--- src/rtl/result_matrix_collector_pkg.sv ---
// Shared types and helpers for the result matrix collector.
package result_matrix_collector_pkg;

  localparam int unsigned DATA_W_DEF = 32;

  typedef enum logic [1:0] {
    COLLECT   = 2'd0,
    START     = 2'd1,
    WAIT_DONE = 2'd2,
    RELEASE   = 2'd3
  } state_e;

  // Index width for a range of n values, never narrower than one bit.
  function automatic int unsigned idx_w(input int unsigned n);
    return (n <= 1) ? 1 : $clog2(n);
  endfunction

endpackage

--- src/rtl/result_matrix_collector_store.sv ---
// n x n element store: one synchronous write port, one combinational read port.
module result_matrix_collector_store
  import result_matrix_collector_pkg::*;
#(
  parameter int unsigned N      = 8,
  parameter int unsigned DATA_W = DATA_W_DEF
) (
  input  logic                     clk,
  input  logic                     we,
  input  logic [idx_w(N)-1:0]      wr_row,
  input  logic [idx_w(N)-1:0]      wr_col,
  input  logic [DATA_W-1:0]        wr_data,
  input  logic [idx_w(N)-1:0]      rd_row,
  input  logic [idx_w(N)-1:0]      rd_col,
  output logic [DATA_W-1:0]        rd_data_c
);

  localparam int unsigned IDX_W  = idx_w(N);
  localparam int unsigned DEPTH  = N * N;
  localparam int unsigned ADDR_W = idx_w(DEPTH);

  logic [DATA_W-1:0] mem [0:DEPTH-1];
  logic [ADDR_W-1:0] waddr_c;
  logic [ADDR_W-1:0] raddr_c;
  logic              rd_in_range_c;

  assign waddr_c = ADDR_W'(wr_row) * ADDR_W'(N) + ADDR_W'(wr_col);
  assign raddr_c = ADDR_W'(rd_row) * ADDR_W'(N) + ADDR_W'(rd_col);

  // Writer indices wider than the matrix read back as zero.
  assign rd_in_range_c = (32'(rd_row) < N) && (32'(rd_col) < N);

  // Contents are deliberately not reset.
  always_ff @(posedge clk) begin
    if (we) begin
      mem[waddr_c] <= wr_data;
    end
  end

  always_comb begin
    rd_data_c = '0;
    if (rd_in_range_c) begin
      rd_data_c = mem[raddr_c];
    end
  end

  logic unused_c;
  assign unused_c = &{1'b0, IDX_W[0]};

endmodule

--- src/rtl/result_matrix_collector.sv ---
// Collects a row-major n x n product matrix, then hands it to the file writer.
module result_matrix_collector
  import result_matrix_collector_pkg::*;
#(
  parameter int unsigned n      = 8,
  parameter int unsigned DATA_W = DATA_W_DEF
) (
  input  logic                   clk,
  input  logic                   rst,
  input  logic                   in_valid,
  output logic                   in_ready,
  input  logic [DATA_W-1:0]      in_data,
  output logic                   write_start,
  input  logic                   write_done,
  input  logic [idx_w(n)-1:0]    wr_i,
  input  logic [idx_w(n)-1:0]    wr_j,
  output logic [DATA_W-1:0]      wr_value,
  output logic                   busy,
  output logic                   frame_done
);

  localparam int unsigned IDX_W = idx_w(n);
  localparam logic [IDX_W-1:0] LAST_IDX = IDX_W'(n - 1);

  state_e           state_q, state_d;
  logic [IDX_W-1:0] row_q, row_d;
  logic [IDX_W-1:0] col_q, col_d;
  logic             write_start_q, write_start_d;
  logic             frame_done_q, frame_done_d;
  logic             in_ready_q, in_ready_d;
  logic             busy_q, busy_d;
  logic             store_we_c;

  always_ff @(posedge clk or posedge rst) begin
    if (rst) begin
      state_q       <= COLLECT;
      row_q         <= '0;
      col_q         <= '0;
      write_start_q <= 1'b0;
      frame_done_q  <= 1'b0;
      in_ready_q    <= 1'b1;
      busy_q        <= 1'b0;
    end else begin
      state_q       <= state_d;
      row_q         <= row_d;
      col_q         <= col_d;
      write_start_q <= write_start_d;
      frame_done_q  <= frame_done_d;
      in_ready_q    <= in_ready_d;
      busy_q        <= busy_d;
    end
  end

  always_comb begin
    state_d       = state_q;
    row_d         = row_q;
    col_d         = col_q;
    write_start_d = write_start_q;
    frame_done_d  = 1'b0;
    store_we_c    = 1'b0;

    unique case (state_q)
      COLLECT: begin
        if (in_valid && in_ready_q) begin
          store_we_c = 1'b1;
          if (col_q == LAST_IDX) begin
            col_d = '0;
            if (row_q == LAST_IDX) begin
              row_d   = '0;
              state_d = START;
            end else begin
              row_d = row_q + IDX_W'(1);
            end
          end else begin
            col_d = col_q + IDX_W'(1);
          end
        end
      end
      START: begin
        write_start_d = 1'b1;
        state_d       = WAIT_DONE;
      end
      WAIT_DONE: begin
        if (write_done) begin
          write_start_d = 1'b0;
          frame_done_d  = 1'b1;
          state_d       = RELEASE;
        end
      end
      RELEASE: begin
        // Hold off new beats until a level-style done has dropped.
        write_start_d = 1'b0;
        if (!write_done) begin
          state_d = COLLECT;
        end
      end
      default: begin
        state_d = COLLECT;
      end
    endcase

    in_ready_d = (state_d == COLLECT);
    busy_d     = (state_d != COLLECT);
  end

  result_matrix_collector_store #(
    .N      (n),
    .DATA_W (DATA_W)
  ) u_store (
    .clk       (clk),
    .we        (store_we_c),
    .wr_row    (row_q),
    .wr_col    (col_q),
    .wr_data   (in_data),
    .rd_row    (wr_i),
    .rd_col    (wr_j),
    .rd_data_c (wr_value)
  );

  assign in_ready    = in_ready_q;
  assign write_start = write_start_q;
  assign frame_done  = frame_done_q;
  assign busy        = busy_q;

endmodule
--- config.mk ---
export PLATFORM = sky130hd
export DESIGN_NAME = result_matrix_collector
export DESIGN_NICKNAME = d
export VERILOG_FILES = /design/src/rtl/result_matrix_collector_pkg.sv /design/src/rtl/result_matrix_collector_store.sv /design/src/rtl/result_matrix_collector.sv
export SDC_FILE = /design/constraint.sdc
export NUM_CORES = 2
export LEC_CHECK = 0
export BUFFER_PORTS_ARGS = -buffer_cell sky130_fd_sc_hd__clkbuf_2
export CAP_MARGIN = 30
export CORE_MARGIN = 2
export CORE_UTILIZATION = 30
export CTS_CLUSTER_SIZE = 14
export DETAILED_ROUTE_END_ITERATION = 6
export REMOVE_ABC_BUFFERS = 1
export SYNTH_ARGS = -nofsm -noshare
export SYNTH_HDL_FRONTEND = slang
export SYNTH_HIERARCHICAL = 1
export SYNTH_SLANG_ARGS = --single-unit
--- constraint.sdc ---
create_clock -name clk -period 7.6 [get_ports clk]
set_input_delay 1.52 -clock clk [delete_from_list [all_inputs] [get_ports clk]]
set_output_delay 1.52 -clock clk [all_outputs]
set_load 0.005 [all_outputs]
Yosys cells after proc, flatten, opt, wreduce, memory -nomap -nowiden
Memory sizes are Yosys's and may differ from the RTL's.
Index checks and enable logic that the tools add are counted.
{"block": "totals", "ramBits": 2048, "romBits": 0, "latch_bits": 0, "in_bits": 42, "regBits": 12, "mem_count": 1}
{"memory": "u_store.mem", "depth": 64, "word_bits": 32, "rd": 1, "rd_ports_with_merged_regs": 0, "write_ports": 1, "line": "result_matrix_collector_store.sv:22", "text": "logic [DATA_W-1:0] mem [0:DEPTH-1];"}
{"block": "op_classes", "shift": 0, "n_eq_ne": 6, "n_div": 0, "multipliers": 0, "n_reduce_logical": 8, "muxes": 16, "addsub": 4, "magnitude_cmp": 0, "bitwise_logic": 0}
{"operator": "6-bit by 3-bit adder with 6-bit output", "n": 2}
{"operator": "2-bit two-way mux", "n": 5}
{"operator": "2-bit one-hot mux with 4 select lines", "n": 1}
{"operator": "1-bit two-way mux", "n": 7}
{"operator": "3-bit by 1-bit adder with 3-bit output, second input constant", "n": 2}
{"operator": "3-bit equality test, second input constant", "n": 2}
{"operator": "3-bit two-way mux", "n": 2}
{"operator": "2-bit equality test, second input constant", "n": 2}
{"operator": "2-bit zero test", "n": 2}
{"operator": "2-bit AND reduction", "n": 2}
{"operator": "1-bit one-hot mux with 3 select lines", "n": 1}
{"operator": "3-bit AND reduction", "n": 1}
{"operator": "3-bit nonzero test", "n": 1}
{"operator": "2-bit by 1-bit equality test with 1-bit output, second input constant", "n": 1}
{"operator": "2-bit != test, second input constant", "n": 1}
{"operator": "2-bit nonzero test", "n": 1}
{"operator": "1-bit logical AND", "n": 1}

Depth between registers and ports, before layout
{"block": "logic_depth", "depth_word": 6, "depth_mapped": 10}

By module
Netlist, hierarchy kept.
{"mod": "result_matrix_collector_store", "cells_each": 3292, "instances": 1, "area_per_inst_um2": 77874.7}
{"mod": "result_matrix_collector", "cells_each": 39, "instances": 1, "area_per_inst_um2": 521.8}

Least setup slack after synthesis
OpenSTA, ideal clock, no wires.
{"block": "synth_path", "path_type": "input to register", "startpoint": "in in_valid", "endpoint": "mem u_store/mem[48][0] (netlist name) (enable)", "setup_ns": 0.461, "t_arrival_ns": 4.443, "t_required_ns": 7.139, "path_buffers": 1, "cell_stages": 5, "slack_ns": 2.697, "path_cell_list": "and4bb_2 > buf_6 > nor2b_1 > nand4b_1 > nor3_1"}
{"block": "synth_via", "elab_chain_cells": 5}
{"item": "from (decl)", "line": "result_matrix_collector.sv:10", "text": "input logic in_valid,"}
{"item": "1-bit logical AND", "line": "result_matrix_collector.sv:64", "text": "if (in_valid && in_ready_q) begin"}
{"item": "1-bit two-way mux", "line": "result_matrix_collector.sv:64"}
{"item": "1-bit two-way mux", "line": "result_matrix_collector.sv:62", "text": "unique case (state_q)"}
{"item": "named net store_we_c", "line": "result_matrix_collector.sv:32", "text": "logic store_we_c;"}
{"item": "1-bit two-way mux", "line": "result_matrix_collector_store.sv:35", "text": "if (we) begin"}
{"item": "1-bit two-way mux (implied by the code)", "line": "result_matrix_collector_store.sv:36", "text": "mem[waddr_c] <= wr_data;"}
{"item": "to (decl)", "line": "result_matrix_collector_store.sv:22"}
The timed path passes the listed nets, and every way through them passes these cells.

Final worst setup path
{"block": "layout_path", "startpoint": "in wr_j[0]", "endpoint": "out wr_value[29]"}
{"block": "layout_via", "elab_chain_cells": 2}
{"item": "from (decl)", "line": "result_matrix_collector.sv:16", "text": "input logic [idx_w(n)-1:0] wr_j,"}
{"item": "6-bit by 3-bit adder with 6-bit output", "line": "result_matrix_collector_store.sv:28", "text": "assign raddr_c = ADDR_W'(rd_row) * ADDR_W'(N) + ADDR_W'(rd_col);"}
{"item": "memory 64 x 32 bit"}
{"item": "to (decl)", "line": "result_matrix_collector.sv:17", "text": "output logic [DATA_W-1:0] wr_value,"}
Every way passes these cells.

==> Flow_metrics.wiki <==
{| class="wikitable"
! Metric !! Value
|-
| Number of rows created at floorplan || 187
|-
| Critical Path RT || 6.08 ns
|-
| Worst voltage drop across the vdd grid || 0.230 mV
|-
| Number of antenna violations at the first check in global routing || 11
|-
| Number of synthesized register bits || 2060
|-
| Worst setup SP type || primary input
|-
| Die Ht || 515 µm
|-
| Unrepaired setup endpoints after global routing || false
|-
| Drt first pass iters || 5
|-
| Slack of the critical path || 1.18 ns
|-
| Iteration-0 DRC count of the detailed router || 4867
|-
| Leading cell type in the layout, fill and taps excluded || sky130_fd_sc_hd__edfxtp_1
|-
| Post-Route Setup TNS || 0 ns
|-
| Most frequent cells in the layout || sky130_fd_sc_hd__edfxtp_1, sky130_fd_sc_hd__mux4_2, sky130_fd_sc_hd__clkbuf_16, sky130_fd_sc_hd__buf_4, sky130_fd_sc_hd__mux2i_1
|-
| Deepest level of the CTS H-tree || 4
|-
| Clock tree buffer depth || 3
|-
| Cell type with the highest occurrence count on the critical path || sky130_fd_sc_hd__mux4_2
|-
| Combinational power share || 5.1%
|-
| Effective utilization at floorplan || 30.2%
|-
| Mean area per synthesized cell || 23.5 µm²
|-
| X dimension of the die || 515 µm
|-
| Clock buffer count from CTS || 198
|-
| Sequential share of the synthesized area || 78.8%
|-
| Register-to-register setup slack || 3.81 ns
|-
| Hold Crit Class || flop to flop
|-
| Power density of the placed cells || 257 nW/µm²
|-
| Crit Reg-Reg Startpoint || in_ready
|-
| Switching power as a share of total power || 21.6%
|-
| Arrival time of the worst setup path || 4.90 ns
|-
| Number of warnings issued by yosys || 6
|-
| # Max-Cap Violations || 0
|-
| Peak-usage layer in the global routing report || met2
|-
| Total power || 23200 µW
|-
| Cell Area, Placed || 84300 µm²
|-
| Kind of end point of the critical path || output pin
|-
| Vias/cell || 5.15
|-
| Switching component of the power || 5010 µW
|-
| Result of the run || finished clean
|-
| Detailed-route wire length per cell || 28.4 µm
|-
| HPWL Detailed || 113 mm
|-
| Final worst-path cycle share || 84.5%
|-
| Critical path startpoint || wr_j[0]
|-
| Setup Skew || 0.0556 ns
|-
| Resized cells post-CTS || 0
|-
| I/O Pins || 78
|-
| Timing endpoint of the critical path || wr_value[29]
|-
| Post-CTS setup buffer count || 0
|-
| Drt drc || 0
|-
| Detailed Route WL || 203 mm
|-
| Total number of clock tree sinks || 2060
|-
| Max Clock Freq || 0.156 GHz
|-
| Via count of the first global-routing pass || 37800
|-
| Reg clk slew, reported paths || 0.06 ns
|-
| Number of max-slew violations in the final report || 0
|-
| Number of nets at the end of the flow || 3651
|-
| Slowest stage delay, CP || 0.60 ns
|-
| RePlAce Congestion || 0.791
|-
| CTS tree || yes
|-
| Clk network pwr share || 40.7%
|-
| Congestion Overflow GR || 0
|-
| Area Growth Syn to Fin || 15.4%
|-
| Die area || 265000 µm²
|-
| Leak || 0.0277 µW
|-
| Combined area of all synthesized cells || 78400 µm²
|-
| Proportion of layout cells with a drive suffix above 1 || 30.2%
|-
| Number of buffers added on ports || 77
|-
| Slew of the pin with the lowest slew margin || 1.05 ns
|-
| Critical Path Slowest Stage Cell || sky130_fd_sc_hd__buf_8
|-
| Min Tclk post-route || 6.42 ns
|-
| Setup-failing EPs final || 0
|-
| Global-route usage over all layers || 15.2%
|-
| Number of unique standard cell types used by synthesis || 42
|-
| FF-to-FF End || u_store/mem[6][31]
|-
| Crit-path cells || buf_8, buf_4, mux4_2, mux4_2, o22ai_1, nor2_1, clkbuf_2
|-
| Setup CP Type || primary input to output pin
|-
| Cell-internal power || 18200 µW
|-
| Post-Place Worst Slack || 1.14 ns
|-
| Vias post-DR || 37000
|-
| CTS Root Buffer Type || sky130_fd_sc_hd__clkbuf_16
|-
| Final Hold Fails || 0
|-
| Slew Limit Headroom || 29.8%
|-
| Largest fanout on the critical path || 65
|-
| Register share of total power || 54.2%
|-
| Post-route cell area || 90500 µm²
|-
| Wire length of the first global-routing pass || 286 mm
|-
| GR Layer Usage met1 || 20.6%
|-
| Number of buffers inserted by hold repair at cts || 0
|-
| GR met2 Demand/Resource || 24.9%
|-
| Synthesized instance count || 3331
|-
| Clock insertion delay at the later pin of the skew report || 0.83 ns
|-
| Routed Antenna Nets || 0
|-
| Cell count of the worst reg-to-reg path || 5
|-
| Area of the placeable core || 260000 µm²
|-
| Final core utilization || 34.8%
|-
| Pin count of the biggest net entering global routing || 66
|-
| Met3 routing resource usage after global routing || 2.88%
|}
state kept, by name (all words and copies together), names as in the netlist:
name / flops
u_store/mem: 2048
col_q: 3
row_q: 3
state_q: 2
busy: 1
frame_done: 1
in_ready: 1
write_start: 1
layout make-up:
| type | instances | area, µm² |
|---|---|---|
| Clock buffer | 260 | 5280 |
| Sequential cell | 2060 | 61800 |
| Inverter | 1 | 3.75 |
| Timing Repair Buffer | 257 | 2100 |
| Antenna cell | 2 | 5.00 |
| Fill cell | 23900 | 169000 |
| Multi-Input combinational cell | 1087 | 16200 |
| Clock inverter | 106 | 860 |
| Tap cell | 3402 | 4260 |
layer usage:
| metal | routed length [µm] | share of wire [%] |
|---|---|---|
| met5 | 23 | 0.011 |
| met4 | 5190 | 2.5 |
| met3 | 15900 | 7.8 |
| met2 | 99800 | 49 |
| met1 | 82600 | 41 |
worst max-delay path, delay by kind of cell:
family,cells,cell delay [ns]
mux,2,1.09
simple gates,1,0.31
buf+inv,3,1.26
compound gates,1,0.53
power by group through the flow:
stage	Combinational, µW	Sequential, µW	Clock [µW]
2_1_floorplan	472	12800	0
3_3_place_gp	1170	12800	0
3_5_place_dp	1200	12800	0
4_1_cts	1200	12600	9610
5_1_grt	1260	12600	10000
6_report	1180	12600	9450
synth_stat cells (all sizes together):
| library cell | count | area (µm²) |
|---|---|---|
| nor2 | 141 | 529 |
| and3 | 4 | 25.0 |
| nor2b | 17 | 106 |
| and4bb | 1 | 12.5 |
| a311oi | 8 | 70.1 |
| o21ai | 1 | 5.00 |
| dfrtp | 11 | 275 |
| a31oi | 1 | 6.26 |
| mux2 | 6 | 67.6 |
| a21oi | 63 | 315 |
| and2 | 2 | 12.5 |
| o32ai | 4 | 35.0 |
| mux2i | 93 | 931 |
| or3 | 3 | 18.8 |
| o21a | 1 | 7.51 |
| o22ai | 84 | 526 |
| nand4 | 2 | 12.5 |
| nor3 | 7 | 35.0 |
| ha | 4 | 50.1 |
| buf | 109 | 619 |
| clkbuf | 74 | 278 |
| edfxtp | 2048 | 61500 |
| or3b | 5 | 43.8 |
| nand3b | 5 | 37.5 |
| nand4b | 1 | 8.76 |
| nand2 | 29 | 116 |
| a22oi | 12 | 90.1 |
| nand3 | 6 | 30.0 |
| mux4 | 544 | 12300 |
| inv | 1 | 3.75 |
| nand2b | 9 | 56.3 |
| a41o | 4 | 40.0 |
| or2 | 3 | 18.8 |
| dfstp | 1 | 26.3 |
| o221ai | 27 | 236 |
cell families (layout without fill, tap and decap cells):
logic type                 Yosys count  count (layout)  synth area share [%]
other                                0               2                     0
and+or+nand+nor                    235             235                  1.36
DFF                               2060            2060                  78.8
AOI/OAI and AO/OA                  205             205                  1.70
muxes                              643             643                  16.9
buffers and inverters              184             624                  1.15
adders and majority gates            4               4                0.0638
worst min-delay path by stage:
stage	startpoint	endpoint	slack [ns]	depth (start not counted)
finish	state_q[0]	frame_done	0.52	1
global route	state_q[0]	frame_done	0.55	1
CTS	state_q[0]	frame_done	0.52	1
detailed placement	state_q[0]	frame_done	0.50	1
global placement	state_q[0]	frame_done	0.49	1
floorplan	state_q[0]	frame_done	0.47	1
per-stage QoR:
| step | std cells | hold WS [ns] |
|---|---|---|
| finish | 7175 | 0.519 |
| global route | 7175 | 0.552 |
| CTS | 7170 | 0.516 |
| detailed placement | 6804 | 0.499 |
| global placement | 6794 | 0.494 |
| floorplan | 3148 | 0.465 |
Power figures use the tool's default switching activity.
